[src/rtl/mmio_decoder.sv]
// mmio_decoder
//   Table-driven memory-map decoder and access sequencer between the CPU bus
//   and N_REGIONS memory-mapped slaves. Each region i is described by a
//   base/mask pair (hit when (addr & mask_i) == base_i) and a wait count W_i.
//   A mapped access drives sel/s_rd/s_wr for W_i+1 cycles, then pulses ready
//   for one cycle. Unmapped addresses and simultaneous rd/wr pulse ready and
//   err together one cycle after the request is sampled, with no slave access.
//   The lowest-index region wins when regions overlap.
//
//   Ports:
//     clk       system clock, rising edge
//     rst       asynchronous active-high reset
//     addr      CPU address, held stable until ready
//     rd, wr    CPU read / write request
//     rdata     registered read data, valid while ready=1
//     ready     one-cycle completion pulse
//     err       one-cycle error pulse, coincident with ready
//     sel       one-hot slave enable
//     s_rd      slave read strobe
//     s_wr      slave write strobe
//     s_rdata   slave read data, region i at [i*DATA_WIDTH +: DATA_WIDTH]
//
//   Optional feature (macro MMIO_DECODER_ERR_CAPTURE_EN):
//     err_addr  address of the most recent erroring request
//     err_count number of err pulses since reset, saturating at 255
//
//   All outputs are registered; nothing combinational reaches an output.
module mmio_decoder #(
  parameter int unsigned N_REGIONS  = 4,
  parameter int unsigned ADDR_WIDTH = 16,
  parameter int unsigned DATA_WIDTH = 32,
  parameter logic [N_REGIONS*ADDR_WIDTH-1:0] REGION_BASE =
    {16'h4004, 16'h8000, 16'h4000, 16'h0000},
  parameter logic [N_REGIONS*ADDR_WIDTH-1:0] REGION_MASK =
    {16'hFFFC, 16'h8000, 16'hFFFF, 16'hC000},
  parameter logic [N_REGIONS*4-1:0] REGION_WAIT =
    {4'd0, 4'd1, 4'd2, 4'd0}
) (
  input  logic                            clk,
  input  logic                            rst,
  input  logic [ADDR_WIDTH-1:0]           addr,
  input  logic                            rd,
  input  logic                            wr,
  output logic [DATA_WIDTH-1:0]           rdata,
  output logic                            ready,
  output logic                            err,
  output logic [N_REGIONS-1:0]            sel,
  output logic                            s_rd,
  output logic                            s_wr,
  input  logic [N_REGIONS*DATA_WIDTH-1:0] s_rdata
`ifdef MMIO_DECODER_ERR_CAPTURE_EN
  ,
  output logic [ADDR_WIDTH-1:0]           err_addr,
  output logic [7:0]                      err_count
`endif
);

  localparam int unsigned IDX_W = (N_REGIONS > 1) ? $clog2(N_REGIONS) : 1;

  typedef enum logic [1:0] {
    IDLE,
    ACCESS,
    DONE
  } state_t;

  state_t                 state, state_nx;
  logic [IDX_W-1:0]       idx_q, idx_nx;
  logic                   dir_rd_q, dir_rd_nx;
  logic [3:0]             cnt_q, cnt_nx;

  logic [DATA_WIDTH-1:0]  rdata_nx;
  logic                   ready_nx, err_nx;
  logic [N_REGIONS-1:0]   sel_nx;
  logic                   s_rd_nx, s_wr_nx;

  // Address decode: first (lowest-index) matching region wins.
  logic                   hit;
  logic [IDX_W-1:0]       hit_idx;
  logic [3:0]             hit_wait;
  logic [N_REGIONS-1:0]   hit_onehot;

  always_comb begin
    hit        = 1'b0;
    hit_idx    = '0;
    hit_wait   = '0;
    hit_onehot = '0;
    for (int unsigned i = 0; i < N_REGIONS; i++) begin
      if (!hit &&
          ((addr & REGION_MASK[i*ADDR_WIDTH +: ADDR_WIDTH]) ==
           REGION_BASE[i*ADDR_WIDTH +: ADDR_WIDTH])) begin
        hit           = 1'b1;
        hit_idx       = IDX_W'(i);
        hit_wait      = REGION_WAIT[i*4 +: 4];
        hit_onehot[i] = 1'b1;
      end
    end
  end

  // Read data of the latched region.
  logic [DATA_WIDTH-1:0]  slave_word;

  always_comb begin
    slave_word = '0;
    for (int unsigned i = 0; i < N_REGIONS; i++) begin
      if (idx_q == IDX_W'(i)) begin
        slave_word = s_rdata[i*DATA_WIDTH +: DATA_WIDTH];
      end
    end
  end

  // Next-state and next-output logic. Outputs are computed one cycle ahead
  // and registered, so a state and its outputs change on the same edge.
  always_comb begin
    state_nx  = state;
    idx_nx    = idx_q;
    dir_rd_nx = dir_rd_q;
    cnt_nx    = cnt_q;
    rdata_nx  = rdata;
    ready_nx  = 1'b0;
    err_nx    = 1'b0;
    sel_nx    = '0;
    s_rd_nx   = 1'b0;
    s_wr_nx   = 1'b0;

    unique case (state)
      IDLE: begin
        if (rd ^ wr) begin
          if (hit) begin
            state_nx  = ACCESS;
            idx_nx    = hit_idx;
            dir_rd_nx = rd;
            cnt_nx    = hit_wait;
            sel_nx    = hit_onehot;
            s_rd_nx   = rd;
            s_wr_nx   = wr;
          end else begin
            state_nx  = DONE;
            ready_nx  = 1'b1;
            err_nx    = 1'b1;
            rdata_nx  = '0;
          end
        end else if (rd && wr) begin
          state_nx = DONE;
          ready_nx = 1'b1;
          err_nx   = 1'b1;
        end
      end

      ACCESS: begin
        if (cnt_q == 4'd0) begin
          state_nx = DONE;
          ready_nx = 1'b1;
          if (dir_rd_q) begin
            rdata_nx = slave_word;
          end
        end else begin
          cnt_nx  = cnt_q - 4'd1;
          sel_nx  = sel;
          s_rd_nx = dir_rd_q;
          s_wr_nx = !dir_rd_q;
        end
      end

      DONE: begin
        state_nx = IDLE;
      end

      default: begin
        state_nx = IDLE;
      end
    endcase
  end

  always_ff @(posedge clk or posedge rst) begin
    if (rst) begin
      state    <= IDLE;
      idx_q    <= '0;
      dir_rd_q <= 1'b0;
      cnt_q    <= '0;
      rdata    <= '0;
      ready    <= 1'b0;
      err      <= 1'b0;
      sel      <= '0;
      s_rd     <= 1'b0;
      s_wr     <= 1'b0;
    end else begin
      state    <= state_nx;
      idx_q    <= idx_nx;
      dir_rd_q <= dir_rd_nx;
      cnt_q    <= cnt_nx;
      rdata    <= rdata_nx;
      ready    <= ready_nx;
      err      <= err_nx;
      sel      <= sel_nx;
      s_rd     <= s_rd_nx;
      s_wr     <= s_wr_nx;
    end
  end

`ifdef MMIO_DECODER_ERR_CAPTURE_EN
  // Errors only arise from IDLE, where addr is still the offending request,
  // so capturing on the same edge that raises err needs no extra address latch.
  always_ff @(posedge clk or posedge rst) begin
    if (rst) begin
      err_addr  <= '0;
      err_count <= '0;
    end else if (err_nx) begin
      err_addr <= addr;
      if (err_count != 8'hFF) begin
        err_count <= err_count + 8'd1;
      end
    end
  end
`endif

endmodule

[config.mk]
export PLATFORM = sky130hd
export DESIGN_NAME = mmio_decoder
export DESIGN_NICKNAME = d
export VERILOG_FILES = /design/src/rtl/mmio_decoder.sv
export SDC_FILE = /design/constraint.sdc
export NUM_CORES = 1
export LEC_CHECK = 0
export ABC_AREA = 1
export CAP_MARGIN = 20
export CORE_ASPECT_RATIO = 0.9
export CORE_UTILIZATION = 39
export CTS_BUF_LIST = sky130_fd_sc_hd__clkbuf_16
export DETAILED_ROUTE_END_ITERATION = 10
export PLACE_DENSITY = 0.78
export SLEW_MARGIN = 20
export SYNTH_ARGS = -nofsm -noshare
export SYNTH_HDL_FRONTEND = slang
export SYNTH_SLANG_ARGS = --single-unit
export TNS_END_PERCENT = 5
[constraint.sdc]
create_clock -name clk -period 2.15 [get_ports clk]
set_input_delay 0.215 -clock clk [delete_from_list [all_inputs] [get_ports clk]]
set_output_delay 0.215 -clock clk [all_outputs]
set_load 0.02 [all_outputs]
==> qor.yml, run 1 <==
timing:
  hold_viol: 0
  worstMarginPinSlew_ns: 0.5130
  period_share_pct: 87.50
  fmax_ghz: 0.5316
  slew_headroom_pct: 65.75
  holdWs_ns: 0.2893
  skew_ns: 0.004328
  finalSetupViolations: 0
  fin_crit_ns: 1.881
  slew_viol_final: 0
  tns_ns: 0
  rsz0062_at_grt: "false"
yosys:
  synthesis.nets: 686
  synth_top_area_share_pct: 36.23
  synth_common_cells: "nand2_1, inv_1, nor2_1"
  synth_edf_count: 0
  synth_most_common_cell: "nand2_1"
  yosysWarnings: 0
  ys_seq_area_share_pct: 36.23
  syn-cell-area_mm2: 0.003384
  synth_area_leaders: "dfrtp_1, nand2_1, inv_1, nor2_1, nand4_1"
  yosysTopAreaCell: "dfrtp_1"
  synthArstFlopShare_pct: 100.0
  ys_types: 25
  synth_ff_type: "dfrtp_1"
  avgSynthCellArea_um2: 6.326
  postSynthCellCount: 535
  ys_ff_latch: 49
drt:
  drc: 0
  vias: 4135
  antenna_left: 0
  vias_per_cell: 4.982
  wire_per_inst_um: 13.77
  wirelength_um: 11430
  dr.pass1.iters: 5
  drt_iter0_drc: 187
pwr:
  powerDensity_mw_per_mm2: 1017
  p_leak_nw: 2.813
  p_seq_share_pct: 25.9
  p_switching_mw: 2.536
  swShare_pct: 44.74
  p_int_mw: 3.133
  comb_power_share_pct: 58.8
  ir_drop_mv: 0.6347
  finalPower_mw: 5.669
  clkPwrFrac_pct: 15.3
setup_path:
  critPathSlowestCell: "dfrtp_1"
  setup.worst_path.class: "flip-flop to flip-flop"
  cp-end-kind: "flip-flop"
  r2r-start: "cnt_q[0]"
  start_kind: "flip-flop"
  crit_chain: "inv_1, ha_1, nor3b_2, nor2_4, nor3_4, buf_4, nand4_1, nand2_1"
  cp-startpoint: "cnt_q[0]"
  cp.arrival_ns: 2.10
  crit_required_ns: 2.37
  crit_path_max_incr_delay_ns: 0.40
  cp_max_fo: 19
finish:
  regArea_mm2: 0.001226
  fin_nets: 866
  area_growth_syn_to_layout_pct: 64.77
  antenna_cells: 0
  fillers: 719
  design_area_mm2: 0.005577
  drive_gt1_share_pct: 6.573
  multi_input_area_mm2: 0.001793
placed_design:
  dpl_cell_area_mm2: 0.005416
  gp_congestion: 0.8589
  numPortBuffers: 187
  place_hpwl_um: 9044
clocking:
  root_buffer: "clkbuf_16"
  postCtsResizedCells: 0
  cts_hold_buf: 0
  post_cts_buffers: 0
  cts_buffers: 5
  cts-htree-levels: 2
  insertion_delay_ns: 0.28
  clock_sinks: 49
  cts_tree: "yes"
  clk_path_buf_depth: 2
  clkSlewWorstSetupHoldPaths_ns: 0.06
outcome:
  status: "complete, no violations"
global_route:
  grt_max_degree: 33
  antenna_found_initial: 0
  grt_pass1_wl_um: 18570
  grt_pass1_vias: 3992
  grtUsageTotal_pct: 25.67
  grt_remaining_overflow: 0
floorplanning:
  die_w_um: 100.2
  fp.dieH_um: 90.38
  row_count: 31
  ios: 188
  core_mm2: 0.008223
  start_util_pct: 41.16
  die_area_mm2: 0.009055
run:
  drv_cap: 0
min_path:
  worstHoldPathType: "input port to async pin"
[area by class of cell]
class | instances | share of cell area (%)
Multi-Input combinational cell | 392 | 32.15
Sequential cell | 49 | 21.99
Timing Repair Buffer | 202 | 36.03
Clock buffer | 5 | 2.244
Tap cell | 115 | 2.580
Clock inverter | 2 | 0.6282
Inverter | 65 | 4.375
[metal layers]
| layer | GRT usage [%] | part of all wire [%] | wire (µm) |
|---|---|---|---|
| met5 | 0 | 0 | 0 |
| met4 | 8.575 | 2.2 | 255 |
| met3 | 4.257 | 5.9 | 676 |
| met2 | 44.92 | 51 | 5859 |
| met1 | 31.75 | 41 | 4634 |
[state kept, by name (all words and copies together), names as in the netlist]
signal / count
rdata: 32
ready: 1
s_wr: 1
state: 2
dir_rd_q: 1
err: 1
s_rd: 1
idx_q: 2
cnt_q: 4
sel: 4
[worst paths after layout]
path                              to  slack [ns]  depth (start not counted)
max                         rdata[6]        0.27                          8
min                              err        0.29                          2
max reg2reg                 rdata[6]        0.27                          8
min reg2reg                rdata[30]        0.47                          2
max in group asynchronous   rdata[3]        1.34                          3
min in group clk           rdata[30]        0.47                          2
[power groups by stage]
stage | clock network, mW | registers (mW) | logic [mW]
6_report | 0.868 | 1.47 | 3.33
5_1_grt | 0.917 | 1.51 | 3.67
4_1_cts | 0.877 | 1.47 | 3.33
3_5_place_dp | 0 | 1.48 | 3.32
3_3_place_gp | 0 | 1.47 | 3.25
2_1_floorplan | 0 | 1.73 | 1.67
[worst max-delay path, delay by kind of cell (launching register included)]
family,cells,cell delay (ns)
adder cells (fa/ha/maj),1,0.17
buffers and inverters,2,0.36
flip-flops,1,0.40
AND/OR/NAND/NOR,5,0.89
[stage by stage]
step           utilization (%)  cells  setup slack [ns]
6_report                 67.82    830            0.2688
5_1_grt                  67.82    830           0.09484
4_1_cts                  67.82    830            0.2699
3_5_place_dp             65.87    823            0.1741
3_3_place_gp             65.87    823            0.2723
2_1_floorplan                -    535            0.5063
[cell families (layout without fill, tap and decap cells)]
logic type,after synthesis,count (layout),share of synthesized area (%)
simple gates,332,332,43.03
compound gates,55,55,8.244
buf+inv,94,274,10.87
xor+xnor,2,2,0.5177
fa+ha+maj,3,3,1.109
flops,49,49,36.23
[cell usage in the layout (no fill, tap or decap), types with 14 or more instances in the layout]
cell	netlist	final
nand3_1	38	38
or2_2	14	14
a21oi_1	14	14
nor2_1	58	57
nand4_1	32	32
nand2_1	180	180
o21ai_0	39	39
clkdlybuf4s50_1	0	187
dfrtp_1	49	49
inv_1	64	63
Power figures use the tool's default switching activity.
==> run 2: changes to the inputs <==
CTS_CLUSTER_DIAMETER = 150   (was default)
==> results of run 2 <==
No change in the layout: final DEF, timing and power equal those of run 1.
==> edit: new RTL, settings of run 2 <==
The parameter `N_REGIONS` goes from 4 to 8.
--- a/src/rtl/mmio_decoder.sv
+++ b/src/rtl/mmio_decoder.sv
@@ -26,7 +26,7 @@
 //
 //   All outputs are registered; nothing combinational reaches an output.
 module mmio_decoder #(
-  parameter int unsigned N_REGIONS  = 4,
+  parameter int unsigned N_REGIONS  = 8,
   parameter int unsigned ADDR_WIDTH = 16,
   parameter int unsigned DATA_WIDTH = 32,
   parameter logic [N_REGIONS*ADDR_WIDTH-1:0] REGION_BASE =
Interface: changed (resized s_rdata and sel); port bits go from 188 to 320. The function was not compared with the original's and may differ.
==> edit against run 2 <==
Area after synthesis rose by 28%. Power rose by 25%. Final area rose by 41%. Worst setup slack improved by 0.045 ns. Sequential cell count rose by 2. Critical endpoint is now rdata[5]. Highest routed layer unchanged. Routed wire length rose by 72%. Combinational power rose by 34%.
==> edit: results <==
[synthesis]
synth.avg_cell_area_um2 = 5.99
ys_top_cells_by_area = dfrtp_1 (29%), nand2_1 (19%), nand4_1 (10%)
ys.warnings.count = 0
synth_xor_area_frac = 0.00202
synth_cell_types = 27
synth_common_cells = nand2_1 (214), nor2_1 (92), inv_1 (83)
async_flop_share = 1.00
synthAdderAreaFrac = 0.0144
synth_compound_area_frac = 0.0961
ys_seq_area_frac = 0.294

[worst_setup_path]
crit_family = buffers and inverters
cp_max_fo = 28
cpPeakStageDelay_ns = 0.54
critical_path_arrival_ns = 2.07
crit_slowest_cell = dfrtp_1

[status]
outcome = finished, final reports clean

[cells_and_area]
drive_above_1_share = 0.0449
largestRegisters = rdata: 32 flops, sel: 5 flops, cnt_q: 4 flops
nets = 1305
fillCellCount = 951
fin_util = 0.728
instances_no_fill = 1160

[placed_design]
place_congestion = 0.963
dp_slack_ns = 0.143
placed_area_mm2 = 0.00770
port_buffers = 316
place_hpwl_um = 15300

[global_routing]
grt_use_total = 0.335
grt_max_degree = 52
grt_pass1_wl_um = 29500
antenna_found_initial = 2
first_global_vias = 5567

[power]
leakage_uw = 0.00367
ir_drop_mv = 0.587

[route]
vias = 5958
wl_per_cell_um = 16.9
dr.pass1.iters = 5
drt-initial-drc-count = 402

[hold_path]
hold_class = input pin to async pin

[timing]
relSlewSlack = 0.611
skew_ns = 0.00776
hold_violations = 0

[clock_tree]
h-tree-depth = 2
[edit: changes by cell type after synthesis, sizes merged, moves of 3 or more]
cell and change:
buf +15, or2 -11, inv +22, nor2 +30, o21ai -30, clkbuf +3
nand3 +25, nor3 +3, nand4 +39, a21oi +52, nand2 +33
[edit: final cells by class]
cell class / count / share of cell area
Sequential cell: 51 / 0.162
Clock buffer: 5 / 0.0159
Multi-Input combinational cell: 540 / 0.321
Antenna cell: 2 / 0.000636
Timing Repair Buffer: 339 / 0.432
Clock inverter: 3 / 0.00556
Tap cell: 133 / 0.0211
Inverter: 87 / 0.0418
[edit: cells by family (layout without fill, tap and decap cells)]
group	after synthesis	count (layout)
simple gates	451	451
other cells	1	5
xor+xnor	1	1
compound gates	80	80
buf+inv	134	434
fa+ha+maj	5	5
flops	51	51
[edit: path summary, 6_finish.rpt]
check                           from   endpoint  slack (ns)  cells after the start
setup / recovery            idx_q[1]   rdata[5]        0.31                      7
hold / removal                   rst  rdata[21]        0.30                      3
setup reg to reg            idx_q[1]   rdata[5]        0.31                      7
hold reg to reg            rdata[22]  rdata[22]        0.48                      2
max in group asynchronous        rst   idx_q[1]        1.60                      3
min in group clk           rdata[22]  rdata[22]        0.48                      2
[edit: per-layer routing]
metal / global-route usage / routed length (µm) / share of wire
met3: 0.0842 / 1660 / 0.084
met1: 0.394 / 7670 / 0.39
met2: 0.582 / 9450 / 0.48
met5: 0 / 0 / 0
met4: 0.153 / 834 / 0.043
[edit: power breakdown]
part / total [µW] / internal, µW / leakage [µW] / switching [µW]
Combinational: 4460 / 1970 / 0.00296 / 2490
Sequential: 1710 / 1400 / 0.000625 / 314
Clock: 935 / 550 / 0.0000838 / 384
Total: 7110 / 3920 / 0.00367 / 3190
[edit: worst min-delay path: cells and delay by family]
kind | cells | cell delay [ns]
buf+inv | 3 | 0.77
